### config.mk
export PLATFORM = sky130hd
export DESIGN_NAME = data_mem_strobe_bridge
export DESIGN_NICKNAME = d
export VERILOG_FILES = /design/src/rtl/data_mem_strobe_bridge.sv
export SDC_FILE = /design/constraint.sdc
export NUM_CORES = 1
export LEC_CHECK = 0
export ABC_AREA = 1
export BUFFER_PORTS_ARGS = -buffer_cell sky130_fd_sc_hd__buf_2
export CAP_MARGIN = 20
export CORE_MARGIN = 4
export CORE_UTILIZATION = 25
export CTS_BUF_LIST = sky130_fd_sc_hd__clkbuf_4 sky130_fd_sc_hd__clkbuf_8
export DETAILED_ROUTE_END_ITERATION = 12
export PLACE_DENSITY = 0.56
export SLEW_MARGIN = 20
export SYNTH_ARGS = -nofsm -noshare
export SYNTH_HDL_FRONTEND = slang
export SYNTH_SLANG_ARGS = --single-unit
### constraint.sdc
create_clock -name i_clk -period 2.92 [get_ports i_clk]
set_input_delay 0.438 -clock i_clk [delete_from_list [all_inputs] [get_ports i_clk]]
set_output_delay 0.438 -clock i_clk [all_outputs]
set_load 0.01 [all_outputs]
### src/rtl/data_mem_strobe_bridge.sv
// data_mem_strobe_bridge
//   Converts core data-memory accesses (en/we/addr/wdata/strobe, held until
//   core_valid) into Controller read/write transactions. Partial-word stores
//   become a read-modify-write because the Controller has no byte strobes.
//   An optional per-transaction response timeout completes the access with
//   core_err=1.
//
// Ports
//   i_clk, i_rstn            clock, asynchronous active-low reset
//   core_en/we/addr/wdata/strobe   core request (held until core_valid)
//   core_valid               one-cycle completion pulse
//   core_rdata               load data, valid with core_valid
//   core_err                 timeout flag, qualified by core_valid
//   mem_read, mem_write      Controller request levels (never both high)
//   mem_addr                 word-aligned address, stable per transaction
//   mem_wdata                Controller write data
//   mem_rdata, mem_response  Controller read data and single-cycle completion
module data_mem_strobe_bridge #(
  parameter int unsigned ADDR_WIDTH     = 32,
  parameter int unsigned TIMEOUT_CYCLES = 0
) (
  input  logic                  i_clk,
  input  logic                  i_rstn,
  input  logic                  core_en,
  input  logic                  core_we,
  input  logic [ADDR_WIDTH-1:0] core_addr,
  input  logic [31:0]           core_wdata,
  input  logic [3:0]            core_strobe,
  output logic                  core_valid,
  output logic [31:0]           core_rdata,
  output logic                  core_err,
  output logic                  mem_read,
  output logic                  mem_write,
  output logic [ADDR_WIDTH-1:0] mem_addr,
  output logic [31:0]           mem_wdata,
  input  logic [31:0]           mem_rdata,
  input  logic                  mem_response
);

  localparam int unsigned CNT_W = (TIMEOUT_CYCLES > 0) ? $clog2(TIMEOUT_CYCLES + 1) : 1;

  typedef enum logic [2:0] {
    S_IDLE,
    S_RD,
    S_RMW_RD,
    S_WR,
    S_RESP
  } state_t;

  state_t                  state_q, state_d;
  logic [31:0]             wdata_q, wdata_d;
  logic [3:0]              strobe_q, strobe_d;
  logic                    hold_q, hold_d;
  logic [CNT_W-1:0]        cnt_q, cnt_d;
  logic                    expired;

  logic                    core_valid_d;
  logic [31:0]             core_rdata_d;
  logic                    core_err_d;
  logic                    mem_read_d;
  logic                    mem_write_d;
  logic [ADDR_WIDTH-1:0]   mem_addr_d;
  logic [31:0]             mem_wdata_d;

  // Byte offset bits are irrelevant to a word-wide Controller.
  logic unused_addr_bits;
  assign unused_addr_bits = ^core_addr[1:0];

  // Current cycle is the last one allowed without a response.
  assign expired = (TIMEOUT_CYCLES != 0) && (cnt_q == CNT_W'(TIMEOUT_CYCLES - 1));

  // State and registered outputs.
  always_ff @(posedge i_clk or negedge i_rstn) begin
    if (!i_rstn) begin
      state_q    <= S_IDLE;
      wdata_q    <= '0;
      strobe_q   <= '0;
      hold_q     <= 1'b0;
      cnt_q      <= '0;
      core_valid <= 1'b0;
      core_rdata <= '0;
      core_err   <= 1'b0;
      mem_read   <= 1'b0;
      mem_write  <= 1'b0;
      mem_addr   <= '0;
      mem_wdata  <= '0;
    end else begin
      state_q    <= state_d;
      wdata_q    <= wdata_d;
      strobe_q   <= strobe_d;
      hold_q     <= hold_d;
      cnt_q      <= cnt_d;
      core_valid <= core_valid_d;
      core_rdata <= core_rdata_d;
      core_err   <= core_err_d;
      mem_read   <= mem_read_d;
      mem_write  <= mem_write_d;
      mem_addr   <= mem_addr_d;
      mem_wdata  <= mem_wdata_d;
    end
  end

  // Next-state and next-output logic.
  always_comb begin
    state_d      = state_q;
    wdata_d      = wdata_q;
    strobe_d     = strobe_q;
    hold_d       = hold_q;
    cnt_d        = cnt_q;
    core_valid_d = 1'b0;
    core_rdata_d = core_rdata;
    core_err_d   = 1'b0;
    mem_read_d   = mem_read;
    mem_write_d  = mem_write;
    mem_addr_d   = mem_addr;
    mem_wdata_d  = mem_wdata;

    unique case (state_q)
      S_IDLE: begin
        if (core_en) begin
          mem_addr_d = {core_addr[ADDR_WIDTH-1:2], 2'b00};
          wdata_d    = core_wdata;
          strobe_d   = core_strobe;
          cnt_d      = '0;
          if (!core_we) begin
            state_d    = S_RD;
            mem_read_d = 1'b1;
          end else if (core_strobe == 4'hF) begin
            state_d     = S_WR;
            mem_write_d = 1'b1;
            mem_wdata_d = core_wdata;
          end else if (core_strobe == 4'h0) begin
            // Spend one silent RESP cycle so an empty store has the same
            // latency as an access answered immediately.
            state_d = S_RESP;
            hold_d  = 1'b1;
          end else begin
            state_d    = S_RMW_RD;
            mem_read_d = 1'b1;
          end
        end
      end

      S_RD: begin
        if (mem_response) begin
          core_rdata_d = mem_rdata;
          mem_read_d   = 1'b0;
          core_valid_d = 1'b1;
          state_d      = S_RESP;
        end else if (expired) begin
          core_rdata_d = '0;
          mem_read_d   = 1'b0;
          core_valid_d = 1'b1;
          core_err_d   = 1'b1;
          state_d      = S_RESP;
        end else if (TIMEOUT_CYCLES != 0) begin
          cnt_d = cnt_q + CNT_W'(1);
        end
      end

      S_RMW_RD: begin
        if (mem_response) begin
          // Merge: strobed lanes from the core, the rest from memory.
          for (int i = 0; i < 4; i++) begin
            mem_wdata_d[8*i +: 8] = strobe_q[i] ? wdata_q[8*i +: 8] : mem_rdata[8*i +: 8];
          end
          mem_read_d  = 1'b0;
          mem_write_d = 1'b1;
          cnt_d       = '0;
          state_d     = S_WR;
        end else if (expired) begin
          mem_read_d   = 1'b0;
          core_valid_d = 1'b1;
          core_err_d   = 1'b1;
          state_d      = S_RESP;
        end else if (TIMEOUT_CYCLES != 0) begin
          cnt_d = cnt_q + CNT_W'(1);
        end
      end

      S_WR: begin
        if (mem_response) begin
          mem_write_d  = 1'b0;
          core_valid_d = 1'b1;
          state_d      = S_RESP;
        end else if (expired) begin
          mem_write_d  = 1'b0;
          core_valid_d = 1'b1;
          core_err_d   = 1'b1;
          state_d      = S_RESP;
        end else if (TIMEOUT_CYCLES != 0) begin
          cnt_d = cnt_q + CNT_W'(1);
        end
      end

      S_RESP: begin
        if (hold_q) begin
          hold_d       = 1'b0;
          core_valid_d = 1'b1;
        end else begin
          state_d = S_IDLE;
        end
      end

      default: begin
        state_d = S_IDLE;
      end
    endcase
  end

endmodule

Word level (Yosys, flattened, before mapping)
Cells that the tools add are included.

Mux-type cells: 36. Reductions and logical operators: 15. Eq/ne operators: 17.

Operators by type and width (number): $mux 32 (4); $pmux 32 s2 (1); $mux 8 (4); $mux 3 (7); $ne 2x2->1 const B (8); $mux 1 (15); $reduce_and 5->1 (3); $pmux 3 s4 (1); $eq 3x2->1 const B (2); $ne 3x3->1 const B (2); $pmux 1 s2 (3); $reduce_and 6->1 (1); $reduce_bool 2->1 (3); $eq 4x4->1 const B (1); $logic_not 4->1 (1); $ne 2x1->1 const B (2); $reduce_and 2->1 (2); $reduce_and 4->1 (1); $reduce_or 2->1 (2); $eq 3x1->1 const B (1); $eq 3x3->1 const B (1); $logic_not 3->1 (1); $pmux 1 s3 (1); $reduce_bool 3->1 (1).

Output and inout port bits: 100. Input bits: 105. Register bits: 137. Logic and storage cells: 78.

Logic depth before layout (Yosys ltp)
Word-level depth: 6. Depth in mapped cells: 10. Mapped depth without buffers: 9.

Worst setup path after synthesis
No wires, ideal clock.

Path type: register to register. Start point: register state_q[1]. End point: register strobe_q[2]. Arrival: 1.254 ns. Library setup time: 0.117 ns. Slack: 1.549 ns. Period minus slack after synthesis: 1.371 ns. Path buffers: 2. Data required time: 2.803 ns. Stages on the path, launching flop included: 9. Cell sequence: dfrtp_1 -> nor2_4 -> nand2_4 -> nor2_8 -> inv_2 -> buf_4 -> buf_6 -> nand2_1 -> nand2_1.

Word-level cells in the longest chain between the ends: 2.

Ends and longest elaborated chain: start, declared (RTL line 50) `state_t state_q, state_d;`; start signal, assigned (RTL line 88) `state_q <= state_d;`; $logic_not 3->1 (RTL line 118) `unique case (state_q)`; $reduce_and 2->1 (no line); end signal, assigned (RTL line 90) `strobe_q <= strobe_d;`; end, declared (RTL line 52) `logic [3:0] strobe_q, strobe_d;`.

Every way passes these cells. A chain may end at the register's enable or synchronous reset.

Final worst setup path
Start point: register state_q[0]. End point: register wdata_q[25].

Word-level cells in the longest chain between the ends: 2.

Ends and longest elaborated chain: $logic_not 3->1 (RTL line 118); $reduce_and 2->1 (no line); end signal, assigned (RTL line 89) `wdata_q <= wdata_d;`; end, declared (RTL line 51) `logic [31:0] wdata_q, wdata_d;`.

Every way passes these cells.

==> summary.txt <==
Global route
  – Initial antenna violation count: 1
  – Total GRT Usage: 0.132
  – Largest net degree at the start of global routing: 66
  – Vias in the first global route: 5354
  – GRT met2 Usage: 0.206
  – Total gr overflow: 0
  – Met1 usage: 0.175
  – First-pass GRT wire length: 28.1 mm
  – Met3 usage: 0.0474
  – GRT Max-Usage Layer: met2

Hold path
  – Hold Crit Class: input port to flip-flop
  – Min-delay src: core_addr[4]

Setup path
  – Critical path startpoint category: flip-flop
  – WS Path Type: flip-flop to flip-flop
  – CP delay by family, top: buffers and inverters
  – CP Max Fanout: 35
  – Setup crit start: state_q[0]
  – CP max-delay cell: dfrtp_1
  – Crit. End Element: flip-flop
  – Crit path required time: 3210 ps
  – CP cell instances: nor2_4 > nand2_4 > nor2_8 > clkinv_2 > buf_4 > nand2_1 > o21ai_0
  – Delay of the slowest cell on the worst path: 470 ps
  – Reg2reg start: state_q[0]
  – WP buf/inv: 2
  – Crit path arrival time: 2240 ps

Floorplan
  – Die ar.: 27400 um^2
  – Die Span X: 165 um
  – Initial core utilization: 0.255
  – Die Ht: 165 um
  – Row count: 57
  – Core area: 24300 um^2
  – I/O pin count: 205

Detailed routing
  – Vias per cell: 4.18
  – TritonRoute pass-1 iters: 4
  – DRC: 0
  – Via count: 5390
  – ANT nets after route: 0
  – WL/cell: 13.6 um
  – 1st-iter DRT viols: 320
  – DRT Wirelength: 17.5 mm

Pwr
  – Internal power: 4.85 mW
  – Clock power share: 0.200
  – Flop pwr share: 0.404
  – Sw Share: 0.413
  – Power Dens Cells: 1050 nW/um^2
  – Max IR drop VDD: 0.376 mV
  – Combinational power share: 0.395
  – Static Leak: 4.35 nW
  – Net switching power: 3.41 mW

Finish
  – Area Growth Syn to Fin: 27.2%
  – Commonest non-fill, non-tap cells in the layout: nand2_1 (318), buf_2 (198), dfrtp_1 (137), o21ai_0 (89), inv_1 (73)
  – Share of cells above drive strength 1: 0.261
  – Number of diodes: 0
  – Commonest non-fill, non-tap cell in the layout: nand2_1
  – Fin nets: 1059

Clock tree
  – Clock sink count: 137
  – H-tree Lvls: 4
  – Root buf cell: clkbuf_8
  – # resized after CTS: 0
  – CTS buffer count: 17
  – Clock buffer depth: 2
  – Clk_lat worst skew: 440 ps
  – CTS tree: yes
  – Clock transition at the registers of the reported paths: 90 ps

Job
  – Max-cap violations: 0

Timing
  – Final slew viol count: 0
  – Fin crit period: 1950 ps
  – Max Clock Freq: 513 MHz
  – Setup ws final: 971 ps
  – Final setup viols: 0
  – Worst clock skew: 15.9 ps
  – Final period util: 0.668
  – Slew HR: 0.571
  – Setup TNS: 0 ps
  – Worst Tran Pin Value: 644 ps
  – Hold violation total from the final report: 0
  – Unrepaired setup endpoints after global routing: false

Placement
  – Quantity of I/O buffers inserted on ports: 199
  – DP HPWL: 12.1 mm
  – Pre-CTS setup slack: 941 ps
  – RePlAce Congestion: 0.778

Logic synthesis
  – Synthesized area: 6200 um^2
  – Post-synthesis cell count: 770
  – Number of synthesized register bits: 137
  – Syn_area_per_cell: 8.05 um^2
  – Seq/Total Area, Yosys: 0.553
  – Count of cell types in the netlist: 24
  – Warnings from Yosys: 0

Run status
  – Status: complete, no violations
[synth_stat cells]
master	n	area, um^2
nand3_1	40	200
conb_1	1	3.75
buf_2	8	40.0
o21ai_1	44	220
o21ai_0	89	445
o22ai_1	1	6.26
nor2_2	1	6.26
a21oi_1	1	5.00
inv_1	73	274
inv_2	3	11.3
nand2_1	318	1190
nand2_2	1	6.26
nand2_4	2	22.5
nand4_1	1	6.26
o21ai_4	1	16.3
nand3_2	1	10.0
buf_1	2	7.51
nor2_8	1	20.0
nor2_1	7	26.3
dfrtp_1	137	3430
clkbuf_1	17	63.8
nor2_4	2	22.5
buf_4	14	105
buf_6	5	56.3
[registers in the layout (all words and copies together), names as in the netlist]
signal / count
mem_write: 1
mem_addr: 30
mem_read: 1
wdata_q: 32
hold_q: 1
core_rdata: 32
strobe_q: 4
core_valid: 1
state_q: 3
mem_wdata: 32
[final cells by class]
type	count	area, um^2
sequential	137	3430
fill	2631	16400
tap	324	405
inverter	76	287
multi-input combinational	513	2230
timing repair buffer	209	1130
clock buffer	19	255
clock inverter	12	150
[final timing paths]
check | endpoint | slack [ps] | cells after the start
setup / recovery | wdata_q[25] | 970 | 7
hold / removal | mem_addr[4] | 200 | 3
setup reg to reg | wdata_q[25] | 970 | 7
hold reg to reg | mem_wdata[9] | 470 | 2
max in group asynchronous | wdata_q[20] | 1680 | 3
min in group asynchronous | mem_addr[10] | 580 | 2
[repair_timing]
item,in CTS,in global routing
hold buffers,1,0
endpoints found under the hold margin,18,0
setup buffers,0,0
[worst reg2reg max path: cells and delay by family (launching register included)]
family	cells	cell delay [ps]
buf+inv	2	820
flops	1	470
simple gates	4	450
compound gates	1	70
[kinds of logic after synthesis]
logic type | synth area share
simple gates | 0.244
flops | 0.553
compound gates | 0.112
buf+inv | 0.0900
other cells | 0.000605
[per-stage QoR]
step / cell area, um^2 / util / power [mW] / std cells / hold slack, ps
CTS: 7880 / 0.324 / 8.43 / 1290 / 147
finish: 7880 / 0.324 / 8.26 / 1290 / 197
global route: 7880 / 0.324 / 9.08 / 1290 / 155
floorplan: 6200 / - / 5.47 / 772 / 142
global placement: 7470 / 0.307 / 6.66 / 1258 / 451
detailed placement: 7470 / 0.307 / 6.71 / 1258 / 453
[routing by layer]
metal | up-vias | wire length [um]
li1 | 2764 | -
met1 | 2440 | 8270
met2 | 173 | 7600
met3 | 11 | 1490
met4 | 2 | 118
met5 | - | 8
[power groups by stage]
stage               clock, mW  combinational [mW]  sequential (mW)
floorplan                   0                1.96             3.52
global route             1.81                3.78             3.48
detailed placement          0                3.34             3.37
finish                   1.65                3.27             3.34
global placement            0                3.30             3.36
CTS                      1.73                3.34             3.35
(Power assumes the default switching activity.)
